--- src/rtl/regfile_rename.sv ---
// Architectural register file with rename tags. Commits from the reorder buffer, renames from dispatch.
// Optional REGFILE_BYPASS_EN: same-cycle commit-to-read forwarding on both source ports.
module regfile_rename #(
   parameter int REG_NUM = 32,
   parameter int DATA_W  = 32,
   parameter int ROB_W   = 4,
   parameter int AW      = $clog2(REG_NUM)
) (
   input  logic              clk,
   input  logic              rst,
   input  logic              rdy,
   input  logic              clr,
   input  logic              Reg_write_S,
   input  logic [AW-1:0]     Reg_rd,
   input  logic [ROB_W-1:0]  Reg_Reorder,
   input  logic [DATA_W-1:0] Reg_result,
   input  logic              Dispatch_S,
   input  logic [AW-1:0]     Dispatch_rd,
   input  logic [ROB_W-1:0]  Dispatch_Reorder,
   input  logic [AW-1:0]     rs1_addr,
   output logic              rs1_busy,
   output logic [ROB_W-1:0]  rs1_reorder,
   output logic [DATA_W-1:0] rs1_value,
   input  logic [AW-1:0]     rs2_addr,
   output logic              rs2_busy,
   output logic [ROB_W-1:0]  rs2_reorder,
   output logic [DATA_W-1:0] rs2_value
);

   typedef struct packed {
      logic              busy;
      logic [ROB_W-1:0]  tag;
      logic [DATA_W-1:0] val;
   } rd_t;

   logic [DATA_W-1:0] value_q [REG_NUM];
   logic [DATA_W-1:0] value_d [REG_NUM];
   logic [ROB_W-1:0]  tag_q   [REG_NUM];
   logic [ROB_W-1:0]  tag_d   [REG_NUM];
   logic [REG_NUM-1:0] busy_q, busy_d;

   logic commit, rename;
   assign commit = rdy && Reg_write_S && (Reg_rd != '0);
   assign rename = rdy && Dispatch_S && !clr && (Dispatch_rd != '0);

   // A rename applied after the commit lets a same-cycle rename of the same rd win.
   always_comb begin
      value_d = value_q;
      tag_d   = tag_q;
      busy_d  = busy_q;
      if (commit) begin
         value_d[Reg_rd] = Reg_result;
         if (busy_q[Reg_rd] && (tag_q[Reg_rd] == Reg_Reorder))
            busy_d[Reg_rd] = 1'b0;
      end
      if (rdy && clr)
         busy_d = '0;
      else if (rename) begin
         busy_d[Dispatch_rd] = 1'b1;
         tag_d[Dispatch_rd]  = Dispatch_Reorder;
      end
   end

   always_ff @(posedge clk) begin
      if (!rst) begin
         for (int i = 0; i < REG_NUM; i++) begin
            value_q[i] <= '0;
            tag_q[i]   <= '0;
         end
         busy_q <= '0;
      end else begin
         value_q <= value_d;
         tag_q   <= tag_d;
         busy_q  <= busy_d;
      end
   end

   function automatic rd_t read_port(input logic [AW-1:0] a);
      rd_t r;
      logic hit;
      r = '0;
`ifdef REGFILE_BYPASS_EN
      hit = Reg_write_S && (Reg_rd == a) && busy_q[a] && (tag_q[a] == Reg_Reorder);
`else
      hit = 1'b0;
`endif
      if (rst && (a != '0)) begin
         if (hit)
            r.val = Reg_result;
         else if (busy_q[a]) begin
            r.busy = 1'b1;
            r.tag  = tag_q[a];
         end else
            r.val = value_q[a];
      end
      return r;
   endfunction

   rd_t rd1, rd2;
   always_comb rd1 = read_port(rs1_addr);
   always_comb rd2 = read_port(rs2_addr);

   assign rs1_busy    = rd1.busy;
   assign rs1_reorder = rd1.tag;
   assign rs1_value   = rd1.val;
   assign rs2_busy    = rd2.busy;
   assign rs2_reorder = rd2.tag;
   assign rs2_value   = rd2.val;

endmodule

--- config.mk ---
export PLATFORM = sky130hd
export DESIGN_NAME = regfile_rename
export DESIGN_NICKNAME = d
export VERILOG_FILES = /design/src/rtl/regfile_rename.sv
export SDC_FILE = /design/constraint.sdc
export NUM_CORES = 2
export LEC_CHECK = 0
export ABC_AREA = 0
export CAP_MARGIN = 15
export CORE_MARGIN = 1.5
export CORE_UTILIZATION = 50
export CTS_CLUSTER_DIAMETER = 40
export DETAILED_ROUTE_END_ITERATION = 10
export PLACE_DENSITY = 0.79
export SLEW_MARGIN = 25
export SYNTH_ARGS = -nofsm -noshare
export SYNTH_HDL_FRONTEND = slang
export SYNTH_SLANG_ARGS = --single-unit
export TNS_END_PERCENT = 100
--- constraint.sdc ---
create_clock -name clk -period 4.25 [get_ports clk]
set_input_delay 0.85 -clock clk [delete_from_list [all_inputs] [get_ports clk]]
set_output_delay 0.85 -clock clk [all_outputs]
set_load 0.01 [all_outputs]
==> impl_metrics.ini <==
[synth]
ys_ff_latch = 1184
synthesis.area_um2 = 63900
yosys.cell_types.count = 59
yosysWarningCount = 0
synthesis.nets = 6538
synth_cells = 6472
synthFlopType = dfxtp_1
seq_area_frac_synth = 0.371
asyncSetResetFlopFracSynth = 0
syn_area_per_cell_um2 = 9.87
synth-edff-count = 0

[drt]
drc = 0
via_count = 57100
initialDrtViolationCount = 9974
detail_route.wl_per_cell_um = 29.7
wl_mm = 247
vias_per_cell = 6.85
detailedRoute.firstPassIterationCount = 8
postRouteAntennaNets = 0

[timing]
fmax_mhz = 235
fin_crit_sh = 1.00
min_period_ns = 4.26
worstMarginPinSlew_ns = 1.21
relSlewSlack = 0.196
finClkSkew_ns = 0.0196
final.setup.worst_slack_ns = -0.0144
timing_hold_violations_final = 0
number_of_setup_violations_in_the_final_report = 1
maxSlewViolCount = 0
hold_slack_ns = 0.426

[floorplan]
io_pins = 140
floorplan_die_area_um2 = 130000
fp-row-count = 130
initial_core_util = 0.506
fp.dieW_um = 360
height_of_the_chip_um = 360
core_um2 = 126000

[worst_setup_path]
cpMaxStageDelayCell = mux4_2
crit_arrival_ns = 3.41
cp_cell_sequence = buf_16, buf_12, buf_12, buf_4, buf_12, buf_6, mux4_2, mux4_2, mux2i_2, buf_4, nor2b_1, dlygate4sd2_1
path_max_fanout = 14
crit_path_frequent_cell = buf_12
slowest_cell_delay_on_critical_path_ns = 0.50
criticalPathCategory = in -> out
worstSetupStartpointType = input pin
setup_crit_end_kind = primary output
critical_path_required_ns = 3.40

[clock_tree]
root_buffer = clkbuf_16
insertion_delay_ns = 0.79
cts_buffer_depth = 3
clock_sinks = 1184
cts_hold_buffers = 0
cts_buffers = 150
cts.htree.levels = 4
cts.clk_slew.worst_paths_ns = 0.05
cts_tree = built

[final_layout]
final-instance-count-excl-fill = 8339
most_common_cell_after_layout_fill_and_taps_aside = nand2_1
drive_gt1_frac = 0.236
final_nets = 6621
post_synthesis_to_final_layout_area_growth_pct = 18.4
final_cell_area_um2 = 75700
layout.cells.most_common_list = nand2_1, dfxtp_1, a21boi_0

[global_route]
grt_first_pass_wirelength_mm = 360
first_global_vias = 56100
antenna_found_initial = 24
grt_overflow = 0
gr-usage-all-layers = 0.372
grt_max_degree = 283

[outcome]
violations = setup timing
status = finished with violations

[place]
gpl.final_weighted_congestion = 0.958
dpl.cell_count = 8014
dp_hpwl_mm = 144
port_buffers = 139
detailed_place.area_um2 = 69500

[power]
leakagePower_nw = 25.8
power.ir.vdd_worst_v = 0.000390
p_per_area_nw_per_um2 = 351

[flow_run]
max_capacitance_violation_count = 0

[worst_hold_path]
worst_hold_path_type = in -> reg
-- flip-flops by register name (all words and copies together), names as in the netlist --
register,flops
tag_q,128
busy_q,32
value_q,1024
-- final timing paths --
path	to	cells after the start	slack (ns)	from
setup / recovery	rs1_value[31]	12	-0.01	rs1_addr[0]
hold / removal	tag_q[116]$_SDFFE_PN0P_	2	0.43	rst
setup reg to reg	busy_q[12]$_SDFF_PP0_	8	1.45	busy_q[9]$_SDFF_PP0_
hold reg to reg	value_q[747]$_SDFFE_PN0P_	2	0.48	value_q[747]$_SDFFE_PN0P_
-- cell families (layout without fill, tap and decap cells) --
| group | count (synthesis) | after routing | synth area share |
|---|---|---|---|
| and+or+nand+nor | 2502 | 2502 | 0.159 |
| DFF | 1184 | 1184 | 0.371 |
| AOI/OAI and AO/OA | 1156 | 1156 | 0.134 |
| muxes | 967 | 967 | 0.295 |
| buffers and inverters | 660 | 868 | 0.0405 |
| xor gates and xnor gates | 3 | 3 | 0.000411 |
| other | 0 | 9 | 0 |
-- report_power, final --
| part | internal (mW) | switching (mW) |
|---|---|---|
| sequential | 11.1 | 0.0342 |
| combinational | 0.907 | 1.21 |
| clock | 7.88 | 5.40 |
-- routing by layer --
layer	up-vias	wire, µm	GRT usage
li1	23100	-	-
met1	27400	81700	0.447
met2	5195	104000	0.534
met3	1404	40900	0.154
met4	26	20600	0.270
met5	-	205	0
-- worst max-delay path: cells and delay by family --
kind / cells / cell delay, ns
muxes: 3 / 1.21
buffers and inverters: 8 / 1.26
and+or+nand+nor: 1 / 0.06
-- layout make-up --
cell class / instances / area, µm²
Clock buffer: 194 / 4240
Multi-Input combinational cell: 4628 / 38100
Inverter: 16 / 70.1
Timing Repair Buffer: 574 / 6520
Sequential cell: 1184 / 23700
Antenna cell: 9 / 22.5
Clock inverter: 83 / 965
Timing Repair inverter: 1 / 6.26
Fill cell: 9717 / 50600
Tap cell: 1650 / 2060
-- synth_stat cells (3+ instances only) --
cell type,instances,area (µm²)
buf_2,57,285
nand2_1,2122,7970
o21ai_0,28,140
mux2i_1,224,2240
or2_2,6,37.5
or3_1,4,25.0
mux2_2,9,101
nand3_1,12,60.1
nor3_1,19,95.1
clkbuf_1,509,1910
buf_6,3,33.8
mux4_2,733,16500
and3_1,4,25.0
nand4_1,8,50.1
a211oi_1,3,22.5
nor2_1,89,334
nand2b_1,9,56.3
o221ai_1,13,114
or4_1,4,30.0
nand3b_1,3,22.5
a311oi_1,6,52.6
dfxtp_1,1184,23700
o32ai_1,4,35.0
buf_1,70,263
or3b_2,3,26.3
o22ai_1,20,125
a21boi_0,1032,7750
a31oi_1,11,68.8
nor2b_1,162,1010
xor2_1,3,26.3
inv_1,16,60.1
a21oi_1,25,125
buf_4,5,37.5
and2_1,38,238
-- through the flow --
step                setup TNS [ns]  worst slack, ns  power [mW]  utilization
finish                     -0.0144          -0.0144        26.6        0.599
global route              -0.00941         -0.00648        27.1        0.599
CTS                              0          0.00214        26.5        0.596
detailed placement           -4.87           -0.647        13.4        0.551
global placement             -3.35           -0.644        13.3        0.552
floorplan                        0            0.139        12.6            -
-- what timing repair did --
action | 4_1_cts | 5_1_grt
pin swaps | 1 | 4
gates cloned | 6 | 4
endpoints found under the setup margin | 66 | 68
gates resized for setup | 38 | 77
setup buffers | 20 | 11
No activity file was read; power rests on OpenSTA's default activity.
